### src/rtl/nes_pad_ports_if.sv
// CPU-side bus for the $4016/$4017 controller-port window.
// The CPU decode drives select/qualifiers/write data; the port block returns read data.
interface nes_pad_ports_if;
  logic       CS;
  logic       WR;
  logic       RD;
  logic       ADDR;
  logic [7:0] BUS_IN;
  logic [7:0] DATA;

  modport master (output CS, WR, RD, ADDR, BUS_IN, input DATA);
  modport slave  (input CS, WR, RD, ADDR, BUS_IN, output DATA);
endinterface

### src/rtl/nes_pad_ports.sv
// NES $4016/$4017 controller-port emulation for up to two pads fed from USB-HID keycodes.
// Read data lands 1 cycle after a read-access edge; COMP lags KEYCODES by 1 cycle; no backpressure.
module nes_pad_ports #(
  parameter int             NUM_PADS     = 2,
  parameter int             NUM_KEYS     = 6,
  parameter logic [63:0]    KEYMAP0      = 64'h0A0B171C1A160407,
  parameter logic [63:0]    KEYMAP1      = 64'h0D0E1518520D5150,
  parameter logic [15:0]    TURBO0       = 16'h0F10,
  parameter logic [15:0]    TURBO1       = 16'h0000,
  parameter int             TURBO_DIV    = 3,
  parameter bit             SOCD_NEUTRAL = 1'b1
) (
  input  logic                    clk,
  input  logic                    RESET_N,
  nes_pad_ports_if.slave          bus,
  input  logic                    FRAME_TICK,
  input  logic [8*NUM_KEYS-1:0]   KEYCODES,
  output logic [8*NUM_PADS-1:0]   COMP
);

  logic [8*NUM_PADS-1:0]       comp_d, comp_q;
  logic [NUM_PADS-1:0][7:0]    shreg_q;
  logic [7:0]                  data_q;
  logic                        strobe_q;
  logic                        wr_q, rd_q;
  logic [3:0]                  tcnt_q;
  logic                        phase_q;

  logic wr_acc, rd_acc, wr_edge, rd_edge, rd_bit;
  logic unused_bus;

  assign wr_acc  = bus.CS & bus.WR;
  assign rd_acc  = bus.CS & bus.RD & ~bus.WR;
  assign wr_edge = wr_acc & ~wr_q;
  assign rd_edge = rd_acc & ~rd_q;
  assign unused_bus = ^bus.BUS_IN[7:1];

  for (genvar p = 0; p < NUM_PADS; p++) begin : g_pad
    localparam logic [63:0] KM = (p == 0) ? KEYMAP0 : KEYMAP1;
    localparam logic [15:0] TK = (p == 0) ? TURBO0 : TURBO1;
    logic [7:0] raw, socd, fin;
    logic       turbo_a, turbo_b;

    always_comb begin
      raw     = 8'h00;
      turbo_a = 1'b0;
      turbo_b = 1'b0;
      for (int k = 0; k < NUM_KEYS; k++) begin
        for (int b = 0; b < 8; b++) begin
          if (KM[8*b +: 8] != 8'h00 && KEYCODES[8*k +: 8] == KM[8*b +: 8]) raw[b] = 1'b1;
        end
        if (TK[15:8] != 8'h00 && KEYCODES[8*k +: 8] == TK[15:8]) turbo_a = 1'b1;
        if (TK[7:0]  != 8'h00 && KEYCODES[8*k +: 8] == TK[7:0])  turbo_b = 1'b1;
      end
      // Bits: 7=A 6=B 5=Sel 4=Start 3=U 2=D 1=L 0=R; opposing pairs cancel before turbo.
      socd = raw;
      if (SOCD_NEUTRAL) begin
        if (raw[3] & raw[2]) socd[3:2] = 2'b00;
        if (raw[1] & raw[0]) socd[1:0] = 2'b00;
      end
      fin    = socd;
      fin[7] = socd[7] | (turbo_a & phase_q);
      fin[6] = socd[6] | (turbo_b & phase_q);
    end

    assign comp_d[8*p +: 8] = fin;
  end

  // Pads beyond NUM_PADS read as zero.
  always_comb begin
    rd_bit = 1'b0;
    for (int p = 0; p < NUM_PADS; p++) begin
      if (bus.ADDR == 1'(p)) rd_bit = shreg_q[p][7];
    end
  end

  always_ff @(posedge clk) begin
    if (!RESET_N) begin
      comp_q   <= '0;
      shreg_q  <= '0;
      data_q   <= 8'h00;
      strobe_q <= 1'b0;
      wr_q     <= 1'b0;
      rd_q     <= 1'b0;
      tcnt_q   <= 4'd0;
      phase_q  <= 1'b0;
    end else begin
      comp_q <= comp_d;
      wr_q   <= wr_acc;
      rd_q   <= rd_acc;

      if (FRAME_TICK) begin
        if (tcnt_q == 4'(TURBO_DIV - 1)) begin
          tcnt_q  <= 4'd0;
          phase_q <= ~phase_q;
        end else begin
          tcnt_q <= tcnt_q + 4'd1;
        end
      end

      if (wr_edge && !bus.ADDR) strobe_q <= bus.BUS_IN[0];

      if (rd_edge) data_q <= {7'd0, rd_bit};

      // Strobe high keeps reloading, so reads under strobe return the live A bit.
      for (int p = 0; p < NUM_PADS; p++) begin
        if (strobe_q) begin
          shreg_q[p] <= comp_q[8*p +: 8];
        end else if (rd_edge && bus.ADDR == 1'(p)) begin
          shreg_q[p] <= {shreg_q[p][6:0], 1'b1};
        end
      end
    end
  end

  assign COMP     = comp_q;
  assign bus.DATA = data_q;

endmodule

### src/flat_wrapper.sv
// flat-port wrapper written by rule: the top's interface ports become plain ports
module nes_pad_ports_flat 
#(
  parameter int             NUM_PADS     = 2,
  parameter int             NUM_KEYS     = 6,
  parameter logic [63:0]    KEYMAP0      = 64'h0A0B171C1A160407,
  parameter logic [63:0]    KEYMAP1      = 64'h0D0E1518520D5150,
  parameter logic [15:0]    TURBO0       = 16'h0F10,
  parameter logic [15:0]    TURBO1       = 16'h0000,
  parameter int             TURBO_DIV    = 3,
  parameter bit             SOCD_NEUTRAL = 1'b1
)
  (clk, RESET_N, FRAME_TICK, KEYCODES, COMP, bus_CS, bus_WR, bus_RD, bus_ADDR, bus_BUS_IN, bus_DATA);
  nes_pad_ports_if bus_i ();
  input  logic clk;
  input  logic RESET_N;
  input  logic FRAME_TICK;
  input  logic [8*NUM_KEYS-1:0] KEYCODES;
  output logic [8*NUM_PADS-1:0] COMP;
  input wire logic [$bits(bus_i.CS)-1:0] bus_CS;
  input wire logic [$bits(bus_i.WR)-1:0] bus_WR;
  input wire logic [$bits(bus_i.RD)-1:0] bus_RD;
  input wire logic [$bits(bus_i.ADDR)-1:0] bus_ADDR;
  input wire logic [$bits(bus_i.BUS_IN)-1:0] bus_BUS_IN;
  output wire logic [$bits(bus_i.DATA)-1:0] bus_DATA;
  assign bus_i.CS = bus_CS;
  assign bus_i.WR = bus_WR;
  assign bus_i.RD = bus_RD;
  assign bus_i.ADDR = bus_ADDR;
  assign bus_i.BUS_IN = bus_BUS_IN;
  assign bus_DATA = bus_i.DATA;
  nes_pad_ports #(.NUM_PADS(NUM_PADS), .NUM_KEYS(NUM_KEYS), .KEYMAP0(KEYMAP0), .KEYMAP1(KEYMAP1), .TURBO0(TURBO0), .TURBO1(TURBO1), .TURBO_DIV(TURBO_DIV), .SOCD_NEUTRAL(SOCD_NEUTRAL)) u_core (.clk(clk), .RESET_N(RESET_N), .bus(bus_i), .FRAME_TICK(FRAME_TICK), .KEYCODES(KEYCODES), .COMP(COMP));
endmodule
### config.mk
export PLATFORM = sky130hd
export DESIGN_NAME = nes_pad_ports_flat
export DESIGN_NICKNAME = d
export VERILOG_FILES = /design/src/rtl/nes_pad_ports_if.sv /design/src/rtl/nes_pad_ports.sv /design/src/flat_wrapper.sv
export SDC_FILE = /design/constraint.sdc
export NUM_CORES = 1
export LEC_CHECK = 0
export BUFFER_PORTS_ARGS = -buffer_cell sky130_fd_sc_hd__buf_4
export CORE_UTILIZATION = 46
export DETAILED_ROUTE_END_ITERATION = 16
export PLACE_DENSITY = 0.81
export SETUP_SLACK_MARGIN = 0.5
export SLEW_MARGIN = 20
export SYNTH_ARGS = -nofsm -noshare
export SYNTH_HDL_FRONTEND = slang
export SYNTH_SLANG_ARGS = --single-unit
### constraint.sdc
create_clock -name clk -period 1.9 [get_ports clk]
set_clock_uncertainty 0.05 [all_clocks]
set_input_delay 0.57 -clock clk [delete_from_list [all_inputs] [get_ports clk]]
set_output_delay 0.57 -clock clk [all_outputs]
set_load 0.05 [all_outputs]
==> impl_results.md <==
* Seq pwr share at 0.435
* CTS tree: done
* Highest clock rate at approximately 0.54 GHz
* Worst slew margin at 0.581
* Initial DRC Count at between 300 and 400
* Synth top area cells: dfxtp_1 (30%), nand2_1 (6.1%), nand3_1 (5.2%)
* Clock share of power at 0.260
* FFs w/ async S/R, synth at 0
* Hold Vio Cnt, Final at 0
* WP data required at a little over 2 ns
* # H-tree levels at 2
* Post-synthesis simple-gate area fraction at 0.409
* Final HPWL DP at ~8.0 mm
* Initial antenna violation count at 0
* Vias per inst at around 6.6
* CTS buffer count at 5
* CP arrival at 1.99 ns
* Remaining DRCs at 0
* RD Place Congestion at about 1
* Largest net degree at the start of global routing at 39
* Element type at the critical path end: flip-flop
* RSZ-0062 raised after global routing: true
* YS warnings at 0
* # setup viols final at 0
* Most frequent cell after synthesis: nand2_1
* Worst-Skew Late Latency at 0.29 ns
* Combinational group share of total power at 0.306
* CP bufs+invs at 2
* Place WS at -0.137 ns
* Layout Nets at 568
* # diodes at 0
* FF-to-FF setup slack at about 0.07 ns
* Largest family of logic cells by synthesized area: simple AND/OR/NAND/NOR gates
* Number of routed nets with antenna violations at 0
* Crit Reg-Reg Endpoint: u_core.shreg_q[5]$_SDFFE_PN0P_
* First-pass GRT wire length at 17.5 mm
* Max FO, Critical Path at 8
* Hold Path End: u_core.shreg_q[13]$_SDFFE_PN0P_
* Post-synthesis sequential area ratio at 0.303
* # IOs at 87
* Cell row count at 27
* Commonest register cell after synthesis: dfxtp_1
* CTS max path bufs at 2
* Mapped Cells at about 350
* Yosys cell types at 52
* Hold Startpoint: u_core.COMP[13]$_SDFF_PN0_
* Crit Reg-Reg Startpoint: u_core.rd_q$_SDFF_PN0_
* Buffers added on ports at 72
* Crit path cell chain: buf_8 -> nor4bb_4 -> nor2b_4 -> buf_6 -> mux2i_1 -> o21ai_1 -> and2_1
* Layout cells sized above 1 at 0.546
* Core area at 0.00561 mm²
* Largest stage delay on the critical path at ~0.32 ns
* Critical path startpoint: bus_WR
* Grt total ovfl at 0
* Vias at approximately 3,800
* Final core utilization at 0.878
* Starting density of the core at 0.483
* Length of the first detailed-routing pass in iterations at 6
* Die Y at roughly 80 µm
* Max-Cap Viols at 0
* Cell Pwr Density at 422 mW/mm²
* Synthesized cell area at ~0.0027 mm²
* Compound-Gate Fraction of Synth Area at 0.201
* Top-area cell type share of the netlist area at 0.303
* Worst slew pin tran at ~0.63 ns
* Total Routing Usage GR at 0.370
* Die footprint at between 0.006 and 0.007 mm²
* CTS root buffer: clkbuf_8
* Adder-cell share of the synthesized area at 0
* HP Class: flip-flop to flip-flop
* Post-synth EDFFs at 0
* Internal power at ~1.4 mW
* Routed wire length per instance at around 23 µm
* Crit path time final at between 1.5 and 2 ns
* R2R cell count at 6
* Pins Over Slew Limit at 0
* Worst setup SP type: primary input
* WS Path Type: primary input to flip-flop
* Dominant cell type by area after synthesis: dfxtp_1
* TritonCTS Sinks at 41
* # fillers at 281
* Mux contribution to synthesized area at 0.0332
* Top cell family by delay on the critical path: simple AND/OR/NAND/NOR gates
* Final wirelength at around 13 mm
* Status: completed
* Final setup margin at just under 0.05 ns
* Pleak at 2.05 nW
* Worst vdd ir at between 0.4 and 0.5 mV
* Synth Register Bits at roughly 40
* Slowest CP cell: nor4bb_4
* Syn-to-layout area delta at 81.6%
* XOR/XNOR Fraction of Synth Area at 0.00969
* Clock slew at reported path FFs at around 0.08 ns
* Die width at 78.8 µm
* Vias in the first global route at 3,464
* Final cycle utilization of the critical path at 0.974
* Mean Syn Cell Area at around 7.7 µm²
* Switching Fraction at 0.319
* Worst hold stages at 1
* Sw Pwr at about 0.66 mW
* Post-synth top cells: nand2_1 (44), dfxtp_1 (41), nand3_1 (28)
[cells by family (layout without fill, tap and decap cells)]
group	after synthesis	in the layout
buffers and inverters	21	167
DFF	41	41
muxes	9	9
AOI/OAI and AO/OA	73	73
and+or+nand+nor	204	204
xor gates and xnor gates	3	3
other	1	7
[metrics by stage]
stage          area [µm²]  instances  power (mW)  setup TNS [ns]  hold slack [ns]
2_1_floorplan        2870        358        1.13               0            0.395
3_3_place_gp         3830        544        1.38          -0.860            0.407
4_1_cts              4560        563        1.98               0            0.445
3_5_place_dp         3830        544        1.39           -1.18            0.429
6_report             4920        576        2.08               0            0.480
5_1_grt              4920        576        2.14               0            0.486
[layout make-up]
| cell class | count | area, µm² | area share |
|---|---|---|---|
| clock inverter | 1 | 5.00 | 0.00102 |
| timing repair buffer | 159 | 1490 | 0.303 |
| sequential | 41 | 842 | 0.171 |
| tap | 72 | 90.1 | 0.0183 |
| clock buffer | 5 | 68.8 | 0.0140 |
| multi-input combinational | 296 | 2420 | 0.491 |
| inverter | 2 | 7.51 | 0.00152 |
[registers in the layout (all words and copies together) (netlist names)]
name,cells
u_core.COMP,16
u_core.shreg_q,16
u_core.tcnt_q,4
u_core.rd_q,1
u_core.phase_q,1
u_core.wr_q,1
u_core.strobe_q,1
u_core.bus.DATA,1
[cell usage in the layout, fill, tap and decap left out, types with 5 or more instances in the layout]
cell type and n:
buf_4 106, nand2_1 31, buf_6 28, buf_8 24, dfxtp_1 24, nor2_1 20
nand3_2 19, nand2b_1 18, dfxtp_2 17, nor3_1 16, and2_1 11, o22ai_1 10
o22ai_2 10, nand3_1 10, o21ai_1 9, nand4_1 8, nor2b_1 8, o211a_1 8
nand2_4 7, mux2i_1 7, conb_1 7, nor4b_4 6, nand2_2 5, nor4_4 5
and3_1 5, nor3_2 5, clkbuf_8 5
[per-layer routing]
metal	share of wire	GRT usage
met2	0.50	0.660
met5	0	0
met4	0.077	0.228
met3	0.081	0.0678
met1	0.34	0.404
[power by group through the flow]
stage | logic [mW] | registers, mW | clock network, mW
global route | 0.662 | 0.903 | 0.571
floorplan | 0.204 | 0.926 | 0
detailed placement | 0.479 | 0.913 | 0
global placement | 0.471 | 0.911 | 0
finish | 0.634 | 0.902 | 0.539
CTS | 0.560 | 0.897 | 0.520
[how the worst max path moves through the flow]
stage	end	slack, ns	cells past startpoint
CTS	u_core.COMP[6]$_SDFF_PN0_	0.20	6
detailed placement	u_core.COMP[0]$_SDFF_PP0_	-0.14	5
finish	u_core.shreg_q[5]$_SDFFE_PN0P_	0.05	7
global placement	u_core.COMP[7]$_SDFF_PN0_	-0.15	7
floorplan	u_core.COMP[10]$_SDFF_PP0_	0.07	5
global route	u_core.shreg_q[6]$_SDFFE_PN0P_	0.02	7
[timing repair]
item                                    4_1_cts  5_1_grt
setup buffers                                13       13
resized for setup                           133       56
hold buffers                                  0        0
endpoints found under the hold margin         0        0
pin swaps                                    50       31
endpoints found under the setup margin       47       49
Note: power is estimated with default switching activity, not from simulation.
